## src/rtl/font_rom_arbiter.sv

```systemverilog
// Round-robin arbiter sharing one synchronous-read font ROM among NREQ text generators.
// Optional output register stage enabled by defining FONT_ARB_OUTREG_EN (latency 2 instead of 1).
module font_rom_arbiter #(
    parameter int NREQ   = 4,
    parameter int ID_W   = 2,
    parameter int ADDR_W = 11,
    parameter int DATA_W = 8
) (
    input  logic                     clk,
    input  logic                     reset,
    input  logic [NREQ-1:0]          req,
    input  logic [NREQ*ADDR_W-1:0]   req_addr,
    output logic [NREQ-1:0]          gnt,
    output logic [ADDR_W-1:0]        rom_addr,
    input  logic [DATA_W-1:0]        rom_data,
    output logic                     rsp_valid,
    output logic [ID_W-1:0]          rsp_id,
    output logic [DATA_W-1:0]        rsp_data
);

    logic [ID_W-1:0]   rr_ptr;
    logic [ID_W-1:0]   win_id;
    logic              win_found;
    logic              grant;
    logic [ID_W-1:0]   next_ptr;
    logic [ADDR_W-1:0] last_addr;
    logic              rsp_valid_q;
    logic [ID_W-1:0]   rsp_id_q;

    // Scan requesters starting at rr_ptr and wrapping; the first set bit wins.
    always_comb begin
        int idx;
        win_found = 1'b0;
        win_id    = '0;
        for (int k = 0; k < NREQ; k++) begin
            idx = int'(rr_ptr) + k;
            if (idx >= NREQ)
                idx = idx - NREQ;
            // NOTE: blocking assignments here build a priority chain; win_found stops later hits.
            if (!win_found && req[idx]) begin
                win_found = 1'b1;
                win_id    = ID_W'(idx);
            end
        end
    end

    // No grant is issued while reset is held, so no requester believes a discarded lookup was served.
    assign grant    = win_found && !reset;
    assign next_ptr = (win_id == ID_W'(NREQ - 1)) ? '0 : win_id + 1'b1;

    always_comb begin
        gnt = '0;
        if (grant)
            gnt[win_id] = 1'b1;
    end

    assign rom_addr = grant ? req_addr[win_id*ADDR_W +: ADDR_W] : last_addr;

    always_ff @(posedge clk or posedge reset) begin
        if (reset) begin
            rr_ptr      <= '0;
            last_addr   <= '0;
            rsp_valid_q <= 1'b0;
            rsp_id_q    <= '0;
        end else begin
            rsp_valid_q <= grant;
            if (grant) begin
                rr_ptr    <= next_ptr;
                last_addr <= rom_addr;
                rsp_id_q  <= win_id;
            end
        end
    end

`ifdef FONT_ARB_OUTREG_EN
    logic              out_valid;
    logic [ID_W-1:0]   out_id;
    logic [DATA_W-1:0] out_data;

    // rom_data is valid in the cycle after the lookup, so this stage lands at T+2.
    always_ff @(posedge clk or posedge reset) begin
        if (reset) begin
            out_valid <= 1'b0;
            out_id    <= '0;
            out_data  <= '0;
        end else begin
            out_valid <= rsp_valid_q;
            out_id    <= rsp_id_q;
            out_data  <= rom_data;
        end
    end

    assign rsp_valid = out_valid;
    assign rsp_id    = out_id;
    assign rsp_data  = out_data;
`else
    assign rsp_valid = rsp_valid_q;
    assign rsp_id    = rsp_id_q;
    assign rsp_data  = rom_data;
`endif

endmodule
```

## config.mk

```make
export PLATFORM = sky130hd
export DESIGN_NAME = font_rom_arbiter
export DESIGN_NICKNAME = d
export VERILOG_FILES = /design/src/rtl/font_rom_arbiter.sv
export SDC_FILE = /design/constraint.sdc
export NUM_CORES = 1
export LEC_CHECK = 0
export ABC_CLOCK_PERIOD_IN_PS = 3600
export BUFFER_PORTS_ARGS = -buffer_cell sky130_fd_sc_hd__buf_2
export CORE_ASPECT_RATIO = 0.5
export CORE_MARGIN = 8
export CORE_UTILIZATION = 38
export CTS_BUF_LIST = sky130_fd_sc_hd__clkbuf_2
export CTS_CLUSTER_SIZE = 12
export DETAILED_ROUTE_END_ITERATION = 8
export PLACE_DENSITY = 0.83
export SETUP_SLACK_MARGIN = 0.2
export SLEW_MARGIN = 0
export SYNTH_ARGS = -nofsm -noshare
export SYNTH_HDL_FRONTEND = slang
export SYNTH_SLANG_ARGS = --single-unit
```

## constraint.sdc

```tcl
create_clock -name clk -period 3.6 [get_ports clk]
set_input_delay 0.9 -clock clk [delete_from_list [all_inputs] [get_ports clk]]
set_output_delay 0.9 -clock clk [all_outputs]
set_load 0.03 [all_outputs]
```

==> results of run 1 <==
-- power by group through the flow --
stage	Clock (mW)	Combinational [mW]	Sequential, mW
floorplan	0	0.440	0.278
global placement	0	0.566	0.271
detailed placement	0	0.575	0.276
CTS	0.0838	0.577	0.272
global route	0.0933	0.639	0.281
finish	0.0807	0.588	0.272
-- routing by layer --
layer,GRT usage,share of wire,vias to the layer above
li1,-,-,651
met1,0.166,0.45,609
met2,0.222,0.43,60
met3,0.0764,0.12,2
met4,0.0132,0.0035,0
met5,0,0,-
-- timing repair --
action | in CTS | in global routing
setup endpoints to repair | 0 | 11
hold buffers | 0 | 0
gates resized for setup | 0 | 8
-- area by class of cell --
type | instances | share of cell area
timing repair buffer | 70 | 0.221
tap | 42 | 0.0312
inverter | 6 | 0.0163
multi-input combinational | 110 | 0.482
sequential | 16 | 0.238
clock inverter | 1 | 0.00223
clock buffer | 3 | 0.00892
-- registers in the layout (all words and copies together) (netlist names) --
signal and flops:
rsp_id 2, last_addr 11, rr_ptr 2, rsp_valid 1
-- worst paths after layout --
| kind | startpoint | to | depth (start not counted) |
|---|---|---|---|
| setup / recovery | req[0] | rom_addr[6] | 8 |
| hold / removal | rsp_id[1] | rsp_id[1] | 1 |
| setup reg to reg | rr_ptr[1] | last_addr[4] | 6 |
| hold reg to reg | rsp_id[1] | rsp_id[1] | 1 |
| min in group asynchronous | reset | rsp_id[1] | 2 |
| max in group asynchronous | reset | last_addr[0] | 2 |
-- synth_stat cells (2+ instances only) --
master,count,area (um^2)
buf_4,8,60.1
o21ai_0,9,45.0
dfrtp_1,16,400
nand2b_1,2,12.5
nand2_1,5,18.8
mux2i_1,11,110
clkbuf_1,2,7.51
nor2_1,13,48.8
and3_1,11,68.8
a211oi_1,22,165
ha_1,4,50.1
o21ai_1,3,15.0
a21oi_1,2,10.0
buf_2,7,35.0
inv_1,4,15.0
nand3_1,11,55.1
and2_1,5,31.3
-- cell families after synthesis --
family	after synthesis	synth area share
fa+ha+maj	4	0.0391
simple gates	52	0.214
compound gates	42	0.220
buf+inv	24	0.115
flops	16	0.313
mux	12	0.0978
-- placed cells by master (no fill, tap or decap), types with 2 or more instances in the layout --
cell / count
buf_2: 66
dfrtp_1: 16
nor2_1: 12
nand3_1: 11
and3_1: 11
a211oi_2: 11
a211oi_1: 11
mux2i_1: 9
o21ai_0: 9
and2_1: 5
nand2_1: 5
inv_1: 4
ha_1: 4
o21ai_1: 3
clkbuf_2: 3
nand2b_1: 2
mux2i_2: 2
buf_4: 2
==> reports/results.tsv, run 1 <==
stage	metric	value	unit
sta	Fin Hold WS	0.559	ns
critical_path	critical path launch point type	input port	
synthesis	Warnings, synthesis	0	
clock_tree	worst-skew pair later-pin latency	0.29	ns
clock_tree	CTS Buf Count	3	
clock_tree	Post-CTS Setup Inserts	0	
sta	Total Neg Setup Slack	0	ns
sta	final setup fails	0	
global_routing	Total Routing Usage GR	0.139	
route	First-pass DRT Iterations	4	
finish	FF+latch area	400	um^2
placed_design	gpl congestion	0.759	
synthesis	sequential share of the synthesized area	0.313	
critical_path	Largest stage delay, worst path	0.27	ns
global_routing	total grt overflow	0	
worst_hold_path	Hold WC Path Type	reg2reg	
critical_path	WP data required	2.70	ns
route	Vias/cell	5.33	
die	die height	57.0	um
clock_tree	clk slew on worst S/H paths	0.15	ns
sta	f_max	303	MHz
route	final wirelength	4.02	mm
synthesis	number of synthesized flops with an enable pin	0	
placed_design	Place WS	0.241	ns
finish	Ant. Diodes	0	
sta	Max-slew headroom	0.572	
pwr	Sequential Power Share	0.289	
synthesis	Yosys reg bits	16	
critical_path	WP buf/inv	3	
clock_tree	clock root buffer	clkbuf_2	
finish	NumNets Final	269	
critical_path	Worst Setup Path Type	in2out	
synthesis	post-synthesis cell count	150	
critical_path	CP endpoint kind	output pin	
pwr	Sw Ratio	0.487	
pwr	Leak Pwr	0.842	nW
finish	Multi-input gate area	812	um^2
route	DR vias	1322	
critical_path	worst-path cell chain	buf_2 > mux2_4 > nor2b_4 > nor2_4 > inv_6 > mux2i_2 > a211oi_2 > clkbuf_4	
sta	Tmin final	3.30	ns
pwr	PwrDens	559	nW/um^2
clock_tree	clk sink count	16	
finish	final instance count without filler cells	248	
synthesis	Async SR Flop Fraction	1.00	
placed_design	IO buf count	67	
clock_tree	clock tree from TritonCTS	done	
route	initial DRC count	60	
global_routing	vias in the first global route	1360	
synthesis	Post-synth top flop	dfrtp_1	
sta	Fin Clk Skew	0.00404	ns
critical_path	r2r setup slk	1.74	ns
route	post-DR wirelength/cell	16.2	um
die	IO Count	84	
finish	layout overhead on the synthesized area	31.7	%
clock_tree	clk buf depth	2	
synthesis	Avg Inst Size Synth	8.52	um^2
route	antenna viol nets, final	0	
finish	final core occ	0.507	
sta	worst-margin pin slew	0.641	ns
sta	period utilisation layout	0.916	
finish	fin area	1680	um^2
clock_tree	H-Tree Depth	1	
critical_path	Critical Path Slowest Stage Cell	mux2_4	
pwr	Combinational Power Share	0.625	
critical_path	crit-path leading delay family	multiplexers	
status	outcome	finished clean	
critical_path	Worst Path Arrival	2.40	ns
placed_design	hpwl dp	3.23	mm
pwr	P_sw	458	uW
synthesis	post-synth cell types	32	
pwr	internal power	483	uW
synthesis	Syn Nets	212	
critical_path	Max FO, Critical Path	14	
placed_design	Post-DP Area	1640	um^2
global_routing	initial antenna violation count	0	
pwr	IR drop worst, VDD	0.272	mV
die	Die W	98.0	um
run	max_cap viols	0	
synthesis	mapped cell area	1280	um^2
global_routing	largest net degree at the start of global routing	24	
die	Initial Util	0.385	
die	full die area	5590	um^2
die	row count	15	
route	DRC viols	0	
pwr	total power	941	uW
pwr	Clock power frac	0.086	
finish	share of layout cells above drive strength 1	0.461	
die	core area	3320	um^2
finish	Filler Cell Count	335	
sta	Fin. Hold Viols	0	
placed_design	cell count after placement	244	
sta	RSZ-0062 raised after global routing	no	
global_routing	first-pass GRT wire length	6.35	mm
sta	PnR worst setup slack	0.304	ns
sta	Slew Viols, Final	0	
No activity file was read; power rests on OpenSTA's default activity.
==> run 2, diff against run 1 <==
CORE_ASPECT_RATIO = 0.7   (was 0.5)
==> reports/results.tsv, run 2 (synthesis gave the netlist of run 1 again) <==
stage	metric	value	unit	change
route	final wirelength	3.92	mm	-2.5%
finish	most frequent cells in the layout	65 x buf_2, 16 x dfrtp_1, 12 x nor2_1		
placed_design	gpl congestion	0.824		+8.6%
sta	worst-margin pin slew	0.620	ns	-0.0205 ns
pwr	IR drop worst, VDD	0.237	mV	-13%
clock_tree	clk slew on worst S/H paths	0.15	ns	about the same
critical_path	Max FO, Critical Path	23		+9
sta	period utilisation layout	0.925		+0.00980
sta	Tmin final	3.33	ns	+0.0353 ns
pwr	PwrDens	562	nW/um^2	+0.51%
sta	Total Neg Setup Slack	0	ns	unchanged
clock_tree	H-Tree Depth	1		unchanged
route	initial DRC count	83		+38%
die	row count	17		+2
route	First-pass DRT Iterations	4		unchanged
global_routing	first-pass GRT wire length	6.29	mm	-1.1%
sta	Fin. Hold Viols	0		unchanged
route	Vias/cell	5.41		+1.5%
critical_path	WP data required	2.70	ns	about the same
sta	PnR worst setup slack	0.269	ns	-0.0353 ns
finish	NumNets Final	268		-0.37%
clock_tree	clk buf depth	2		unchanged
clock_tree	CTS Buf Count	3		unchanged
global_routing	total grt overflow	0		unchanged
critical_path	Worst Setup Path Type	in2out		
placed_design	IO buf count	67		unchanged
global_routing	initial antenna violation count	0		unchanged
global_routing	largest net degree at the start of global routing	24		unchanged
sta	Fin Clk Skew	0.00244	ns	-0.00161 ns
placed_design	hpwl dp	3.09	mm	-4.1%
critical_path	critical path launch point type	input port		
clock_tree	clock tree from TritonCTS	done		
worst_hold_path	Hold Path Depth	2		+1
finish	max reg flops	11		unchanged
global_routing	vias in the first global route	1318		-3.1%
finish	commonest non-fill, non-tap cell in the layout	buf_2		
critical_path	CP endpoint kind	output pin		
clock_tree	worst-skew pair later-pin latency	0.30	ns	about the same
critical_path	Worst Path Arrival	2.43	ns	+0.03 ns
sta	Slew Viols, Final	0		unchanged
die	core area	3190	um^2	-4.0%
sta	final setup fails	0		unchanged
clock_tree	# hold bufs at CTS	0		unchanged
die	Initial Util	0.401		+0.0159
die	Die W	85.3	um	-13%
sta	Max-slew headroom	0.586		+0.0137
finish	layout overhead on the synthesized area	29.6	%	
pwr	Leak Pwr	0.837	nW	-0.51%
finish	Ant. Diodes	0		unchanged
route	DR vias	1315		-0.53%
die	die height	64.5	um	+13%
sta	f_max	300	MHz	-1.1%
sta	RSZ-0062 raised after global routing	yes		
route	antenna viol nets, final	0		unchanged
status	outcome	finished clean		
critical_path	CP Depth	8		unchanged
route	DRC viols	0		unchanged
critical_path	Critical Path Slowest Stage Cell	buf_4		
die	IO Count	84		unchanged
critical_path	Largest stage delay, worst path	0.30	ns	+0.03 ns
placed_design	Place WS	0.155	ns	-0.0862 ns
clock_tree	clk sink count	16		unchanged
die	full die area	5510	um^2	-1.5%
run	max_cap viols	0		unchanged
critical_path	worst-path cell chain	buf_2 > nand2b_1 > o221ai_1 > nand2_1 > nor2_2 > buf_4 > a211oi_2 > clkbuf_4		
global_routing	Total Routing Usage GR	0.138		-0.000869
critical_path	WP buf/inv	3		unchanged
worst_hold_path	Hold WC Path Type	reg2reg		
route	post-DR wirelength/cell	16.1	um	-0.53%
finish	share of layout cells above drive strength 1	0.459		-0.00263
critical_path	crit-path leading delay family	buffers and inverters		
clock_tree	clock root buffer	clkbuf_2		
sta	Fin Hold WS	0.501	ns	-0.0578 ns
finish	Most flops, register	last_addr		
critical_path	R2R cell count	6		unchanged
==> run 2: metal layers <==
layer  track usage  vias to the layer above  wire length, um
met5             0                        -                0
met4        0.0478                        0               36
met3        0.0428                        4              317
met2         0.206                       71             1630
met1         0.185                      592             1930
li1              -                      648                -
==> run 2: worst paths after layout <==
path | startpoint | end | slack, ns
max | req[1] | rom_addr[4] | 0.27
min | rsp_id[0] | rsp_id[0] | 0.50
max reg2reg | rr_ptr[1] | last_addr[9] | 1.71
min reg2reg | rsp_id[0] | rsp_id[0] | 0.50
max in group asynchronous | reset | last_addr[2] | 2.53
min in group asynchronous | reset | rr_ptr[1] | 0.68
==> run 2: layout make-up <==
type / instances / area, um^2
Timing Repair Buffer: 69 / 355
Clock buffer: 3 / 15.0
Tap cell: 38 / 47.5
Inverter: 6 / 25.0
Fill cell: 307 / 1530
Multi-Input combinational cell: 110 / 811
Clock inverter: 1 / 3.75
Sequential cell: 16 / 400
==> run 2: timing repair <==
action                                  4_1_cts  5_1_grt
gates resized for setup                       1        9
setup buffers                                 0        0
pin swaps                                     0        1
endpoints found under the setup margin       11       11
==> run 2: per-stage QoR <==
stage,cells,utilization,cell area (um^2),total power [mW]
after global placement,239,0.505,1610,0.821
final,243,0.520,1660,0.931
after CTS,243,0.513,1640,0.923
after global routing,243,0.520,1660,0.997
after detailed placement,239,0.505,1610,0.836
after floorplan,150,-,1330,0.719
==> run 2: worst register-to-register path, stage by stage, from the launching register on <==
cell and delay [ns]:
dfrtp_1 0.50, mux2_4 0.24, nor2b_4 0.30, nor2_4 0.09
inv_4 0.21, mux2i_1 0.32, a211oi_1 0.12
==> run 2: power by group <==
group | switching, mW | internal [mW]
clock | 0.0589 | 0.0241
combinational | 0.363 | 0.214
sequential | 0.0335 | 0.238
total | 0.455 | 0.476
